## src/rtl/ram_prog_pkg.sv

```systemverilog
// Shared types and sizes for the 16-byte program RAM loader.
package ram_prog_pkg;

    localparam int RAM_DEPTH = 16;
    localparam int ADDR_W    = 4;
    localparam int DATA_W    = 8;

    typedef enum logic [1:0] {
        ST_IDLE    = 2'd0,
        ST_LOAD    = 2'd1,
        ST_FILL    = 2'd2,
        ST_RELEASE = 2'd3
    } prog_state_e;

endpackage

```

## src/rtl/prog_timer.sv

```systemverilog
// Idle-cycle counter for LOAD; tc fires on the cycle whose increment reaches TIMEOUT_CYCLES.
module prog_timer #(
    parameter int TIMEOUT_CYCLES = 255
) (
    input  logic clk,
    input  logic rst,
    input  logic clear,
    input  logic enable,
    output logic tc
);

    localparam int CNT_W = $clog2(TIMEOUT_CYCLES + 1);

    logic [CNT_W-1:0] count_q;
    logic [CNT_W-1:0] count_d;

    always_comb begin
        count_d = count_q;
        if (clear) begin
            count_d = '0;
        end else if (enable) begin
            count_d = count_q + CNT_W'(1);
        end
    end

    // Clear has priority so a transfer on the terminal cycle suppresses the timeout.
    assign tc = enable && !clear && (count_q == CNT_W'(TIMEOUT_CYCLES - 1));

    always_ff @(posedge clk or posedge rst) begin
        if (rst) begin
            count_q <= '0;
        end else begin
            count_q <= count_d;
        end
    end

endmodule

```

## src/rtl/ram_prog_ctrl.sv

```systemverilog
// Loads 16 program bytes into the CPU RAM, zero-fills on abort/timeout, then pulses CPU reset.
module ram_prog_ctrl
    import ram_prog_pkg::*;
#(
    parameter int TIMEOUT_CYCLES = 255,
    parameter int RELEASE_CYCLES = 2
) (
    input  logic              clk,
    input  logic              rst,
    input  logic              load_start,
    input  logic              load_abort,
    input  logic              in_valid,
    input  logic [DATA_W-1:0] in_data,
    output logic              in_ready,
    output logic              prog_mode,
    output logic [ADDR_W-1:0] prog_addr,
    output logic [DATA_W-1:0] program_data,
    output logic              cpu_halt,
    output logic              cpu_reset,
    output logic              busy,
    output logic              done
);

    // Index is one bit wider than the address so it can reach RAM_DEPTH without wrapping.
    localparam int IDX_W = ADDR_W + 1;
    localparam int REL_W = $clog2(RELEASE_CYCLES + 1);

    prog_state_e       state_q, state_d;
    logic [IDX_W-1:0]  idx_q, idx_d;
    logic [REL_W-1:0]  rel_q, rel_d;
    logic              prog_mode_q, prog_mode_d;
    logic [ADDR_W-1:0] prog_addr_q, prog_addr_d;
    logic [DATA_W-1:0] prog_data_q, prog_data_d;
    logic              done_q, done_d;

    logic xfer;
    logic last_idx;
    logic timer_clear;
    logic timer_en;
    logic timer_tc;

    // Handshake: a byte moves on every cycle where in_valid and in_ready are both high.
    assign in_ready    = (state_q == ST_LOAD);
    assign xfer        = in_ready && in_valid;
    assign last_idx    = (idx_q == IDX_W'(RAM_DEPTH - 1));
    assign timer_clear = (state_q != ST_LOAD) || xfer;
    assign timer_en    = (state_q == ST_LOAD) && !xfer;

    prog_timer #(
        .TIMEOUT_CYCLES(TIMEOUT_CYCLES)
    ) u_timer (
        .clk    (clk),
        .rst    (rst),
        .clear  (timer_clear),
        .enable (timer_en),
        .tc     (timer_tc)
    );

    always_comb begin
        state_d     = state_q;
        idx_d       = idx_q;
        rel_d       = rel_q;
        prog_mode_d = 1'b0;
        prog_addr_d = prog_addr_q;
        prog_data_d = prog_data_q;
        done_d      = done_q;
        unique case (state_q)
            ST_IDLE: begin
                rel_d = '0;
                if (load_start) begin
                    state_d = ST_LOAD;
                    idx_d   = '0;
                    done_d  = 1'b0;
                end
            end
            ST_LOAD: begin
                if (xfer) begin
                    prog_mode_d = 1'b1;
                    prog_addr_d = idx_q[ADDR_W-1:0];
                    prog_data_d = in_data;
                    idx_d       = idx_q + IDX_W'(1);
                end
                // A final-byte transfer leaves nothing to fill, whatever abort/timeout say.
                if (xfer && last_idx) begin
                    state_d = ST_RELEASE;
                end else if (load_abort || timer_tc) begin
                    state_d = ST_FILL;
                end
            end
            ST_FILL: begin
                prog_mode_d = 1'b1;
                prog_addr_d = idx_q[ADDR_W-1:0];
                prog_data_d = '0;
                idx_d       = idx_q + IDX_W'(1);
                if (last_idx) begin
                    state_d = ST_RELEASE;
                end
            end
            ST_RELEASE: begin
                if (rel_q == REL_W'(RELEASE_CYCLES - 1)) begin
                    state_d = ST_IDLE;
                    done_d  = 1'b1;
                end else begin
                    rel_d = rel_q + REL_W'(1);
                end
            end
            default: state_d = ST_IDLE;
        endcase
    end

    always_ff @(posedge clk or posedge rst) begin
        if (rst) begin
            state_q     <= ST_IDLE;
            idx_q       <= '0;
            rel_q       <= '0;
            prog_mode_q <= 1'b0;
            prog_addr_q <= '0;
            prog_data_q <= '0;
            done_q      <= 1'b0;
        end else begin
            state_q     <= state_d;
            idx_q       <= idx_d;
            rel_q       <= rel_d;
            prog_mode_q <= prog_mode_d;
            prog_addr_q <= prog_addr_d;
            prog_data_q <= prog_data_d;
            done_q      <= done_d;
        end
    end

    assign prog_mode    = prog_mode_q;
    assign prog_addr    = prog_addr_q;
    assign program_data = prog_data_q;
    assign done         = done_q;
    assign busy         = (state_q != ST_IDLE);
    assign cpu_halt     = (state_q != ST_IDLE);
    assign cpu_reset    = (state_q == ST_RELEASE);

endmodule

```

## config.mk

```make
export PLATFORM = sky130hd
export DESIGN_NAME = ram_prog_ctrl
export DESIGN_NICKNAME = d
export VERILOG_FILES = /design/src/rtl/ram_prog_pkg.sv /design/src/rtl/prog_timer.sv /design/src/rtl/ram_prog_ctrl.sv
export SDC_FILE = /design/constraint.sdc
export NUM_CORES = 1
export LEC_CHECK = 0
export BUFFER_PORTS_ARGS = -buffer_cell sky130_fd_sc_hd__buf_4
export CORE_MARGIN = 2
export CORE_UTILIZATION = 30
export CTS_CLUSTER_SIZE = 10
export DETAILED_ROUTE_END_ITERATION = 8
export GPL_TIMING_DRIVEN = 0
export PLACE_DENSITY = 0.59
export SLEW_MARGIN = 20
export SYNTH_ARGS = -nofsm -noshare
export SYNTH_HDL_FRONTEND = slang
export SYNTH_SLANG_ARGS = --single-unit
```

## constraint.sdc

```tcl
create_clock -name clk -period 1.75 [get_ports clk]
set_input_delay 0.0875 -clock clk [delete_from_list [all_inputs] [get_ports clk]]
set_output_delay 0.0875 -clock clk [all_outputs]
set_load 0.05 [all_outputs]
```

; Yosys cells after proc, flatten, opt, wreduce, memory -nomap -nowiden
; Index checks and enable logic that the tools add are counted.
[word_totals]
regBits = 31
input_bits = 13
output_inout_bits = 18
word_cells = 66
[classes]
add_sub_neg = 3
eq_ne = 13
muxes = 22
n_reduce_logical = 20
[ops]
columns = op, n
row1 = $mux 8, 3
row2 = $pmux 8 s2, 1
row3 = $pmux 5 s3, 1
row4 = $mux 2, 6
row5 = $mux 5, 2
row6 = $add 8x1->8 const B, 1
row7 = $eq 8x8->1 const B, 1
row8 = $pmux 2 s4, 1
row9 = $pmux 4 s2, 1
row10 = $reduce_bool 2->1, 4
row11 = $ne 2x1->1 const B, 3
row12 = $ne 2x2->1 const B, 3
row13 = $reduce_and 3->1, 2
row14 = $add 5x1->5 const B, 1
row15 = $eq 5x4->1 const B, 1
row16 = $logic_and 1x1->1, 5
row17 = $eq 2x1->1 const B, 2
row18 = $eq 2x2->1 const B, 2
row19 = $mux 4, 1
row20 = $pmux 1 s2, 2
row21 = $pmux 2 s2, 1
row22 = $reduce_and 2->1, 2
row23 = $reduce_and 4->1, 1
row24 = $mux 1, 3
row25 = 6 further kinds, 8

; Depth between registers and ports, before layout
; Gate-level depths: netlist (run 1).
[logic_depth]
ltp_word = 10
mapped_depth = 8
mapped_depth_nobuf = 7

; By module
; A second synthesis (run 1) with hierarchy kept.
[hier_totals]
hier_cells = 159
hier_area_um2 = 1584.0
[modules_own_cells]
columns = mod, instances, cells_per_inst, area_per_inst_um2, seq_area_each_um2
row1 = ram_prog_ctrl, 1, 116, 1169.9, 575.6
row2 = prog_timer, 1, 43, 414.1, 200.2

; Worst setup path before layout (run 1)
; Ideal clock, no wire load.
[synth_timing]
path_kind = register to register
startpoint = reg state_q[1]
endpoint = reg idx_q[3]
setup_ns = 0.122
t_arrival_ns = 1.821
t_required_ns = 1.628
slack_ns = -0.193
path_stages_with_launch = 8
path_buffers = 2
synth_period_minus_slack_ns = 1.943
cell_sequence = dfrtp_1 inv_1 ha_1 nand2b_1 buf_6 and3b_1 buf_6 a32o_1
[synth_via]
elab_chain_cells = 4
word_cells_on_any_way = 9
cone_classes = eq/ne: 4 / mux: 1 / reduce/logical: 4
[synth_lines]
columns = item, line_no
row1 = from (decl), ram_prog_ctrl.sv:28  ; prog_state_e state_q, state_d;
row2 = from (signal assigned), ram_prog_ctrl.sv:121  ; state_q <= state_d;
row3 = $eq 2x1->1 *, ram_prog_ctrl.sv:43  ; assign in_ready = (state_q == ST_LOAD);
row4 = named net in_ready, ram_prog_ctrl.sv:14  ; output logic in_ready,
row5 = $logic_and 1x1->1, ram_prog_ctrl.sv:44  ; assign xfer = in_ready && in_valid;
row6 = $ne 2x1->1 (no source line), -
row7 = $reduce_and 3->1 (no source line), -
row8 = to (signal assigned), ram_prog_ctrl.sv:122  ; idx_q <= idx_d;
row9 = to (decl), ram_prog_ctrl.sv:29  ; logic [IDX_W-1:0] idx_q, idx_d;
; Mark *: on every way through the listed nets, which the timed path passes. The rest lies on a longest branch.
; A chain may end at the register's enable or synchronous reset.

; Final worst setup path (run 1)
[layout_timing]
startpoint = reg idx_q[0]
endpoint = reg state_q[0]
[layout_via]
elab_chain_cells = 4
word_cells_on_any_way = 7
cone_classes = eq/ne: 3 / mux: 2 / reduce/logical: 2
[layout_lines]
columns = item, line_no
row1 = $eq 5x4->1 *, ram_prog_ctrl.sv:45  ; assign last_idx = (idx_q == IDX_W'(RAM_DEPTH - 1));
row2 = $logic_and 1x1->1, ram_prog_ctrl.sv:84  ; if (xfer && last_idx) begin
row3 = $ne 3x1->1 (no source line) / $mux 2 (equally long branches), -
row4 = $reduce_and 4->1 (no source line) / $pmux 2 s4 (equally long branches), -
; Mark *: on every way between the ends. The rest lies on a longest branch, timed or not.

==> results of run 1 <==
-- layout by cell type (no fill, tap or decap), types with 2 or more instances in the layout --
master | netlist | routed
a21oi_1 | 4 | 4
inv_1 | 10 | 9
mux2_2 | 3 | 3
nand2b_1 | 12 | 12
nand4_1 | 2 | 2
nand2_1 | 16 | 16
clkbuf_8 | 0 | 6
nor2_1 | 11 | 11
mux2i_1 | 2 | 2
and3_1 | 2 | 2
buf_6 | 3 | 3
xor2_1 | 5 | 5
ha_1 | 10 | 8
nand3_1 | 7 | 7
dfrtp_1 | 31 | 31
buf_4 | 1 | 35
ha_2 | 0 | 2
o21ai_0 | 15 | 15
-- flip-flops by register name (all words and copies together), names as in the netlist --
name	count
state_q	2
rel_q	2
idx_q	5
u_timer.count_q	8
prog_addr	4
program_data	8
prog_mode	1
done	1
-- Yosys cell counts, drive strengths merged (2+ instances only) --
| cell type | n | area [um2] |
|---|---|---|
| mux2i | 2 | 20.0 |
| nand2b | 13 | 83.8 |
| and3 | 2 | 12.5 |
| a21oi | 5 | 28.8 |
| xor2 | 5 | 43.8 |
| inv | 10 | 37.5 |
| nor2 | 11 | 41.3 |
| buf | 5 | 46.3 |
| dfrtp | 31 | 776 |
| nand2 | 17 | 71.3 |
| nand3 | 7 | 35.0 |
| ha | 10 | 125 |
| nand4 | 2 | 12.5 |
| mux2 | 4 | 45.0 |
| o21ai | 15 | 75.1 |
-- final timing paths --
check | slack, ps | end | depth (start not counted)
min in group asynchronous | 450 | state_q[1] | 3
max in group asynchronous | 880 | u_timer.count_q[4] | 3
min | 60 | program_data[5] | 3
min reg2reg | 480 | program_data[6] | 2
max | 50 | state_q[0] | 6
max reg2reg | 50 | state_q[0] | 6
-- per-stage QoR --
stage	setup TNS (ps)	power [uW]	cell area (um2)
4_1_cts	0	4080	1990
6_report	0	4050	2010
5_1_grt	-139	4380	2010
3_5_place_dp	-75.3	3290	1850
3_3_place_gp	-79.1	3270	1850
2_1_floorplan	-12.6	2730	1540
-- critical path, stage by stage, from the launching register on --
cell	delay, ps
dfrtp_1	390
ha_1	220
and3_1	190
ha_2	190
a211oi_2	200
a21oi_2	90
mux2_1	300
-- cells by family (layout without fill, tap and decap cells) --
group	count (synthesis)	after routing	synth area share [%]
flip-flops	31	31	50.6
AND/OR/NAND/NOR	56	56	18.9
buffers and inverters	16	58	5.71
XOR/XNOR	6	6	3.43
adder cells (fa/ha/maj)	10	10	8.16
AO/OA/AOI/OAI	24	24	8.97
multiplexers	6	6	4.24
-- cell type report --
type / count / area [um2]
Buffer: 5 / 46.3
Clock buffer: 6 / 82.6
Clock inverter: 2 / 35.0
Fill cell: 544 / 3000
Inverter: 10 / 37.5
Multi-Input combinational cell: 102 / 681
Sequential cell: 31 / 776
Tap cell: 70 / 87.6
Timing Repair Buffer: 35 / 265
-- metal layers --
layer | track usage, % | share of wire (%) | vias to the layer above
met1 | 15.9 | 47 | 527
met5 | 0 | 0 | -
met4 | 7.02 | 2.7 | 0
met3 | 4.23 | 4.2 | 5
li1 | - | - | 572
met2 | 15.9 | 46 | 17
-- report_power, final --
| group | switching (uW) | internal [uW] |
|---|---|---|
| clock | 271 | 460 |
| sequential | 138 | 942 |
| combinational | 1410 | 829 |
| total | 1820 | 2230 |
-- what timing repair did --
| action | in CTS | in global routing |
|---|---|---|
| gates resized for setup | 0 | 1 |
| hold endpoints to repair | 31 | 0 |
| pin swaps | 1 | 0 |
| endpoints found under the setup margin | 1 | 6 |
| buffers inserted | 2 | 2 |
| hold buffers | 1 | 0 |
==> reports/summary.md, run 1 <==
The area growth from synthesis to final layout came out at 31.1%. Before CTS, the worst setup slack after placement is -75.3 ps. The detailed-router iteration count before antenna repair was 4. Data arrives at the worst endpoint at 1870 ps.

Entering global routing, the biggest net connects 32 pins. The tools report the cell at the root of the clock tree as clkbuf_8. Sequential cell area fraction in the yosys report: 50.6%. On the final layout, the worst clock skew is 4.23 ps.

The async set-or-reset flop fraction in the synthesized netlist came out at 100%. Share of the clock period used by the worst path: 97.1%. Predominant post-synthesis flop cell: dfrtp_1. No sink is reached through more buffers than the 2 on the longest clock path. After detailed routing, the number of vias per cell comes to 4.30. Detailed placement finished with a half-perimeter wire length of 2050 um. 31 I/O pins were placed. For the placed cell count, the log shows 249. After detailed routing, the number of remaining DRC violations is 0. The total number of vias was 1121.

The run finished with clean final reports. The effective utilization at floorplan was 30.6%. Setup repair after global routing could not meet its margin everywhere. The setup violation total in the final timing report is 0.

The placer's final routability congestion estimate is 0.718. After floorplanning, the core was divided into 26 placement rows. The final-layout worst hold slack is 61.2 ps, and the number of nets with antenna violations after detailed routing is 0. CTS built an H-tree with a depth of 2.

The synthesized area per cell is 10.3 um2, and the number of nets in the layout is 213. For the final critical-path setup slack, the log shows 51.2 ps. STA classifies the critical path endpoint as a register. For this run the aggregate overflow at the end of global routing stands at 0. For the final design utilization, the log shows 40.1%. The tools report the number of global-route vias before repair as 1030. The tool flagged a number of max-cap violations equal to 0. Power spread over the standard cell area amounts to 2020 nW/um2.

The transition at the pin with the smallest max-transition slack is 641 ps, and the highest clock rate is 0.589 GHz. Critical path launch point: idx_q[0]. Port buffering added 30 buffers.

Total die area: 5700 um2. The number of cells in the finished layout apart from fillers came out at 261. In this run the most critical hold path is launched from in_data[5].

Along the worst path, the maximum fanout reaches 3. In this run, synthesis inferred 0 flip-flops with an integrated enable. Beginning of the worst register-to-register path: idx_q[0].

The tools report the total count of max-transition violations in the final report as 0. The first global-routing pass estimated 4840 um of wire. Number of antenna violations at the first check in global routing: 0.

In this run the vertical extent of the chip is 75.5 um. Across every metal layer, demand over resource in global routing totals 11.7%. In this run, synthesis produced a sequential element count of 31. The clock sink count was 31; the share of post-route cells with drive strength above 1 was 30.4%.

After clock tree synthesis, the clock-pin slew on the worst setup and hold paths is 70 ps. The instance count of the mapped netlist was 149. Clock latency on the worst-skew pair, taken at its later pin, is 290 ps.

The leakage power summed over all cells was 0.000975 uW. Counting every net in the synthesized netlist gives 172. The initial detailed-routing violation count came out at 44. STA classifies the critical path startpoint as a register.

The die is 75.5 um wide. The TritonCTS buffer count is 5. The wire length after detailed routing is 2910 um. 0 antenna diodes ended up in the layout. For the worst setup path, the data required time is 1920 ps.

The min-delay analysis places its worst path in the category primary input to register. Yosys printed 0 warnings. Headroom to the max-slew limit came out at 57.2%. The count of final hold-check violations came out at 0.

TritonCTS built the clock tree. The routed wirelength normalized by instance count was 11.2 um. The synthesized netlist occupies a cell area of 1530 um2. The final critical delay including setup and external delays works out to 1700 ps. The kind of critical path was register to register. The count of unique library cells instantiated by Yosys is 31.

Across the VDD grid, the largest voltage drop is 0.000581 V. In this run the standard cell core region covers 5010 um2.
No activity file was read; power rests on OpenSTA's default activity.
==> run 2: changes to the inputs <==
--- a/config.mk
+++ b/config.mk
@@ -6,12 +6,13 @@
 export NUM_CORES = 1
 export LEC_CHECK = 0
 export BUFFER_PORTS_ARGS = -buffer_cell sky130_fd_sc_hd__buf_4
+export CELL_PAD_IN_SITES_DETAIL_PLACEMENT = 1
+export CELL_PAD_IN_SITES_GLOBAL_PLACEMENT = 2
 export CORE_MARGIN = 2
 export CORE_UTILIZATION = 30
-export CTS_CLUSTER_SIZE = 10
 export DETAILED_ROUTE_END_ITERATION = 8
 export GPL_TIMING_DRIVEN = 0
-export PLACE_DENSITY = 0.59
+export PLACE_DENSITY = 0.81
 export SLEW_MARGIN = 20
 export SYNTH_ARGS = -nofsm -noshare
 export SYNTH_HDL_FRONTEND = slang
==> run 2 against run 1 <==
Effect of this change:
- count of clock-buffer cells in the layout increased by 1
- utilization increased by 0.85 points
- clock skew decreased by 1.4 ps
- sequential power about the same
- register-to-register slack got worse by 30 ps
- final area increased by 2.1%
- sequential cell count unchanged
- worst hold slack improved by 19 ps
==> reports/summary.md, run 2 (synthesis results as in run 1) <==
The share of the clock period used by the worst path works out to 98.7% (+1.6 points). The run gives 26.8% (+0.2 points) as the sequential fraction of design power. The count of final hold-check violations is 0 (unchanged). Remaining global-route overflow: 0 (unchanged). The final critical delay including setup and external delays works out to 1730 ps (+27.7 ps). Count of input and output buffers: 30 (unchanged). The number of nets with antenna violations after detailed routing was 0 (unchanged); the largest stage delay on the critical path was 390 ps (about the same).

The tools report the TritonCTS buffer count as 5 (unchanged). Kind of critical path: register to register. The critical path depth came out at 6 (unchanged). The kind of end point of the critical path was a register. The wire length of the first global-routing pass came out at 5750 um (+19%). The tools report the beginning of the worst register-to-register path as idx_q[1]. On the critical path, the stage with the largest delay is an instance of dfrtp_1. The worst hold path cell count is 3 (unchanged), and the floorplan core area is 5010 um2 (unchanged).

The total number of vias was 1211 (+8.0%); the number of antenna diodes was 0 (unchanged). The run gives 0 (unchanged) as the number of design rule violations left after detail routing. The run finished with clean final reports. Most common library cell in the layout ignoring fill and taps: buf_4. Cell at the root of the clock tree: clkbuf_8. The run gives 3780 um (+30%) as the wire length after detailed routing. The relative max-transition margin came out at 55.2% (-2.0 points).

The critical path buffer and inverter count came out at 0 (unchanged). Setup repair after global routing could not meet its margin everywhere. The tools report the effective utilization at floorplan as 30.6% (unchanged). The end point of the critical path is state_q[0]. The area growth from synthesis to final layout is 33.8%, and the leakage power summed over all cells is 0.000968 uW (-0.73%). The path class of the lowest-slack min-delay path was primary input to register. The tools report the total die area as 5700 um2 (unchanged).

Power per standard cell area: 2010 nW/um2 (-0.32%). For the number of placement rows, the log shows 26 (unchanged). Traced cell by cell, the critical path runs through ha_2, and3_4, ha_4, a211oi_4, a21oi_4, mux2_4. The worst-skew pair later-pin latency came out at 280 ps (about the same).

The post-detailed-route via-to-cell ratio was 4.62 (+7.6%); the worst endpoint required time was 1910 ps (about the same). In the layout the commonest cells are 36 x buf_4, 31 x dfrtp_1, 16 x nand2_1, 15 x o21ai_0. For the number of nets in the layout, the log shows 214 (+0.47%).

Setup violation total in the final timing report: 0 (unchanged). The final critical-path setup slack was 23.5 ps (-27.7 ps); the total power consumption of the routed design was 4130 uW (+1.8%). The end of the worst register-to-register path was state_q[0]. The maximum buffer depth of the clock tree is 2 (unchanged). The largest fanout of any net on the critical path came out at 3 (unchanged). The critical path starts at idx_q[1]. The detailed-router iteration count before antenna repair was 6 (+2); the clock network power share was 12.9% (-5.1 points). The floorplan die height was 75.5 um (unchanged); the total count of max-transition violations in the final report was 0 (unchanged). The transition at the pin with the smallest max-transition slack came out at 671 ps (+30.3 ps).

The run gives 0.766 (+6.7%) as the placer's final routability congestion estimate. The tools report the area used by multi-input combinational logic as 752 um2 (+10%). The tools report the startpoint kind of the worst setup timing path as a register.

The logs give 2.85 ps (-1.38 ps) for the setup skew after layout and 60.3% (+5.0 points) for the proportion of power drawn by combinational gates. The highest clock rate is 0.579 GHz (-1.6%), and the maximum vdd ir drop is 0.000641 V (+10%). The die boundary width is 75.5 um (unchanged). The number of global-route vias before repair is 1273 (+24%), and the initial detailed-routing violation count is 41 (-6.8%). The run gives 1890 ps (+20 ps) as the data arrival time of the worst path. For the worst-case register-to-register setup slack, the log shows 20 ps (-30 ps). The critical path's top delay family is flip-flops. The I/O pin count was 31 (unchanged); the total net switching power was 1980 uW (+8.6%). TritonCTS built the clock tree. The routed wirelength normalized by instance count was 14.4 um (+29%). The run gives 31 (unchanged) as the clock sink count. The tools report the maximum number of pins on one net before global-route repair as 32 (unchanged). The count of maximum capacitance violations was 0 (unchanged); the total number of H-tree levels was 2 (unchanged). The post-detailed-placement half-perimeter wirelength is 2550 um (+24%), and the share of post-route cells with drive strength above 1 is 34.4% (+4.0 points).

The number of antenna violations at the first check in global routing was 0 (unchanged). The logs give 2150 uW (-3.8%) for the design internal power and -144 ps (-69.1 ps) for the worst slack at placement. The filler cell count in the final layout came out at 590 (+8.5%).

The switching portion of total power works out to 48.0% (+3.0 points). The number of cells traversed by the worst register-to-register path was 6 (unchanged); the sequential cell area in the final layout was 776 um2 (unchanged). The clock transition at the register clock pins on the worst setup and hold paths after CTS is 60 ps (about the same). For the overall track demand over capacity in global routing, the log shows 13.6% (+1.8 points).
## run 2: worst reg2reg max path, stage by stage, from the launching register on
cell      delay [ps]
dfrtp_1          390
ha_2             190
and3_4           190
ha_4             180
a211oi_4         280
a21oi_4          100
mux2_4           300
## run 2: power by group through the flow
stage               combinational (uW)  sequential (uW)  clock, uW
global placement                  2160             1090          0
global route                      2710             1130        585
floorplan                         1200             1530          0
CTS                               2360             1090        558
finish                            2490             1110        534
detailed placement                2260             1110          0
## run 2: stage by stage
step                hold WS [ps]  setup TNS (ps)  std cells  area (um2)  utilization (%)
detailed placement           241            -144        249        1850             37.0
global placement             358           -79.8        249        1850             37.0
CTS                         74.2               0        260        2000             39.9
finish                      80.3               0        262        2050             41.0
floorplan                    191           -12.6        149        1540                -
global route                82.8           -9.71        262        2050             41.0
## run 2: metal layers
metal  track usage (%)  wire (um)  up-vias
li1                  -          -      577
met1              15.6       1490      608
met2              24.5       2090       22
met3              3.97        178        4
met4              3.51         20        0
met5                 0          0        -
## run 2: how the worst min path moves through the flow
stage | end | slack [ps] | from
3_5_place_dp | u_timer.count_q[4] | 240 | rst
2_1_floorplan | done | 190 | rst
5_1_grt | program_data[1] | 80 | in_data[1]
3_3_place_gp | program_data[0] | 360 | in_data[0]
4_1_cts | program_data[1] | 70 | in_data[1]
6_report | program_data[7] | 80 | in_data[7]
## run 2: cell type report
class | count | area share, %
multi-input cells | 102 | 36.6
clock buffers | 7 | 3.72
clock inverters | 1 | 0.244
plain buffers | 5 | 2.25
well taps | 70 | 4.27
repair buffers | 36 | 13.3
inverters | 10 | 1.83
flip-flops and latches | 31 | 37.8
## run 2: timing repair
| item | 4_1_cts | 5_1_grt |
|---|---|---|
| buffers inserted | 3 | 2 |
| pin swaps | 2 | 1 |
| endpoints found under the hold margin | 31 | 0 |
| gates cloned | 0 | 0 |
| setup endpoints to repair | 1 | 9 |
| hold buffers | 1 | 0 |
| resized for setup | 6 | 9 |
==> run 3: changes to the inputs <==
--- a/config.mk
+++ b/config.mk
@@ -5,14 +5,15 @@
 export SDC_FILE = /design/constraint.sdc
 export NUM_CORES = 1
 export LEC_CHECK = 0
+export ABC_AREA = 1
 export BUFFER_PORTS_ARGS = -buffer_cell sky130_fd_sc_hd__buf_4
 export CELL_PAD_IN_SITES_DETAIL_PLACEMENT = 1
 export CELL_PAD_IN_SITES_GLOBAL_PLACEMENT = 2
 export CORE_MARGIN = 2
-export CORE_UTILIZATION = 30
+export CORE_UTILIZATION = 29
 export DETAILED_ROUTE_END_ITERATION = 8
 export GPL_TIMING_DRIVEN = 0
-export PLACE_DENSITY = 0.81
+export PLACE_DENSITY = 0.83
 export SLEW_MARGIN = 20
 export SYNTH_ARGS = -nofsm -noshare
 export SYNTH_HDL_FRONTEND = slang
==> run 3 against run 2 <==
Effect of this change:
- fmax grew 7.6%
- via count grew 7.4%
- clock power grew 40%
- largest power group unchanged
- combinational power shrank 15%
- critical endpoint is now prog_addr[2]
==> reports/summary.md, run 3 <==
The run finished with clean final reports. TritonCTS built the clock tree. Effective utilization at floorplan: 30.2% (-0.41 points). The I/O pin count is 31 (unchanged), and the setup skew after layout is 8.74 ps (+5.89 ps).

The count of input and output buffers works out to 30 (unchanged). STA classifies the critical path endpoint as a register. By area the synthesized netlist is led by dfrtp_1 50%, nand2_1 11%, ha_1 8.1%.

The final-layout worst hold slack is 42.8 ps (-37.5 ps). For the count of unique library cells instantiated by Yosys, the log shows 22 (-29%). The logs give 291 (+11%) for the number of cells in the finished layout apart from fillers and 0 (unchanged) for the number of nets with antenna violations after detailed routing. Number of cells traversed by the worst register-to-register path: 7 (+1). The cell at the root of the clock tree is clkbuf_8. The clock transition at the register clock pins on the worst setup and hold paths after CTS is 70 ps (about the same). The worst setup path is launched from a register.

The floorplan core area is 5140 um2 (+2.6%). Most common library cell in the layout ignoring fill and taps: nand2_1. The tools report the post-place instance area as 1870 um2 (+0.61%).

The data arrival time of the worst path came out at 1790 ps (-100 ps). The number of flops mapped to enable cells by yosys works out to 0 (unchanged). The top cell types in the final layout, fill and taps aside, are 44 x nand2_1, 31 x buf_4, 31 x dfrtp_1, 17 x inv_1, 15 x o21ai_1. The register bit count reported by yosys was 31 (unchanged). The share of post-route cells with drive strength above 1 is 27.6% (-6.8 points). The critical path's top delay family was buffers and inverters.

The filler cell count in the final layout came out at 657 (+11%). Among all cell types in the netlist, the one instantiated most often is nand2_1. The maximum number of pins on one net before global-route repair is 32 (unchanged). The tools report the count of final hold-check violations as 0 (unchanged).

For the relative max-transition margin, the log shows 56.6% (+1.4 points). The clock sink count was 31 (unchanged); the detailed-router iteration count before antenna repair was 3 (-3). For the placer's final routability congestion estimate, the log shows 0.716 (-6.5%). The wire length after detailed routing came out at 3490 um (-7.7%).

The library cell occupying the most area in the post-synthesis netlist was dfrtp_1. The proportion of netlist area held by the largest area contributor came out at 50.0% (-0.61 points). For the instance count of the mapped netlist, the log shows 182 (+22%). The run gives 1940 ps (+30 ps) as the worst endpoint required time. Total count of max-transition violations in the final report: 0 (unchanged).

The run gives 0.623 GHz (+7.6%) as the highest clock rate. Total die area: 5960 um2 (+4.5%). The tools report the number of global-route vias before repair as 1322 (+3.8%). Compared with the post-synthesis result, the final layout area differs by 28.7%.

The logs give 0 (unchanged) for the count of maximum capacitance violations and 205 (+19%) for the post-synthesis net count. The critical path depth came out at 7 (+1). The sequential cell area fraction in the yosys report was 50.0% (-0.61 points); the number of antenna diodes was 0 (unchanged). The final total negative setup slack is 0 ps (unchanged). The initial detailed-routing violation count is 21 (-49%). The maximum vdd ir drop is 0.000861 V (+34%). The total power consumption of the routed design was 3940 uW (-4.6%).

The slowest stage of the critical path is the dfrtp_1 cell. The maximum buffer depth of the clock tree is 2 (unchanged). The run gives 290 ps (about the same) as the worst-skew pair later-pin latency. The worst-case register-to-register setup slack was 150 ps (+120 ps); the power per standard cell area was 1970 nW/um2 (-1.9%).

For the number of buffers inserted to repair setup after CTS, the log shows 0 (-3). The synthesized area per cell works out to 8.53 um2 (-17%). Walking the worst path, the cells encountered are inv_1, ha_1, clkbuf_2, nand2_2, buf_6, nand2_1, o21ai_1. The total standard cell area after synthesis was 1550 um2 (+1.2%); the worst hold path cell count was 3 (unchanged).

The leakage power summed over all cells is 0.000985 uW (+1.7%), and the number of nets in the layout is 243 (+14%). The share of the clock period used by the worst path came out at 91.7% (-7.0 points). By count the netlist is led by 44 x nand2_1, 31 x dfrtp_1, 18 x inv_1. The die boundary width came out at 77.2 um (+2.2%).

The number of design rule violations left after detail routing came out at 0 (unchanged). The transition at the pin with the smallest max-transition slack is 650 ps (-21.6 ps), and the post-detailed-route via-to-cell ratio is 4.47 (-3.3%). The logs give 2 (unchanged) for the total number of H-tree levels and 2000 um2 (-2.7%) for the design area.

The total number of yosys warnings came out at 0 (unchanged). Setup repair after global routing left no endpoint under its margin. The async set-or-reset flop fraction in the synthesized netlist is 100% (unchanged). The routed wirelength normalized by instance count came out at 12.0 um (-17%). The path class of the lowest-slack min-delay path is primary input to register. The final critical delay including setup and external delays came out at 1600 ps (-122 ps). The setup violation total in the final timing report came out at 0 (unchanged). The critical path buffer and inverter count was 3 (+3); the largest stage delay on the critical path was 450 ps (+60 ps). The TritonCTS buffer count was 5 (unchanged). Among all flip-flop cells after synthesis, the most frequent one is dfrtp_1.

The placed cell count is 282 (+13%), and the wire length of the first global-routing pass is 6150 um (+6.8%). The number of antenna violations at the first check in global routing is 0 (unchanged). For the overall track demand over capacity in global routing, the log shows 13.3% (-0.28 points). By startpoint and endpoint, the worst setup path is classified as register to register.

For the remaining global-route overflow, the log shows 0 (unchanged). The total number of vias came out at 1301 (+7.4%). The floorplan die height came out at 77.2 um (+2.2%). The largest fanout of any net on the critical path was 10 (+7); the post-detailed-placement half-perimeter wirelength was 2570 um (+0.66%). The number of placement rows came out at 26 (unchanged).
[run 3: layout make-up]
class / instances / area, um2 / area share [%]
timing repair buffer: 31 / 235 / 11.8
inverter: 24 / 90.1 / 4.51
tap: 70 / 87.6 / 4.38
clock inverter: 2 / 35.0 / 1.75
sequential: 31 / 776 / 38.8
multi-input combinational: 123 / 657 / 32.9
clock buffer: 6 / 82.6 / 4.13
buffer: 4 / 35.0 / 1.75
[run 3: timing repair]
action                                 in CTS  in global routing
hold buffers                                1                  0
endpoints found under the hold margin      31                  0
gates resized for setup                     0                  1
setup endpoints to repair                   0                  2
[run 3: path summary, 6_finish.rpt]
kind                                 start            endpoint
worst min-delay path            in_data[2]     program_data[2]
min in group asynchronous              rst  u_timer.count_q[4]
worst max register to register  state_q[1]        prog_addr[2]
worst min register to register    idx_q[3]            idx_q[3]
worst max-delay path            state_q[1]        prog_addr[2]
max in group asynchronous              rst            rel_q[0]
[run 3: cell families after synthesis]
family / after synthesis / synth area share [%]
AOI/OAI and AO/OA: 33 / 10.7
xor gates and xnor gates: 1 / 0.564
adders and majority gates: 10 / 8.06
buffers and inverters: 28 / 8.06
DFF: 31 / 50.0
and+or+nand+nor: 79 / 22.6
[run 3: stage by stage]
step           worst slack (ps)  utilization (%)
2_1_floorplan              12.0                -
3_3_place_gp                157             36.3
3_5_place_dp                116             36.3
4_1_cts                     104             38.8
5_1_grt                    8.89             38.9
6_report                    146             38.9
[run 3: tightest hold or removal path: stages]
cell and delay [ps]:
buf_4 100, nand2_1 50, o21ai_1 60
[run 3: power breakdown]
part           leakage [uW]  switching, uW  internal, uW
clock network     0.0000612            285           460
registers          0.000412            143           928
logic              0.000512           1450           671
total              0.000985           1880          2060
[run 3: routing by layer]
layer	vias to the layer above	share of wire [%]	global-route usage (%)
li1	649	-	-
met1	623	48	17.0
met2	20	46	20.3
met3	9	3.8	3.53
met4	0	2.4	7.50
met5	-	0	0
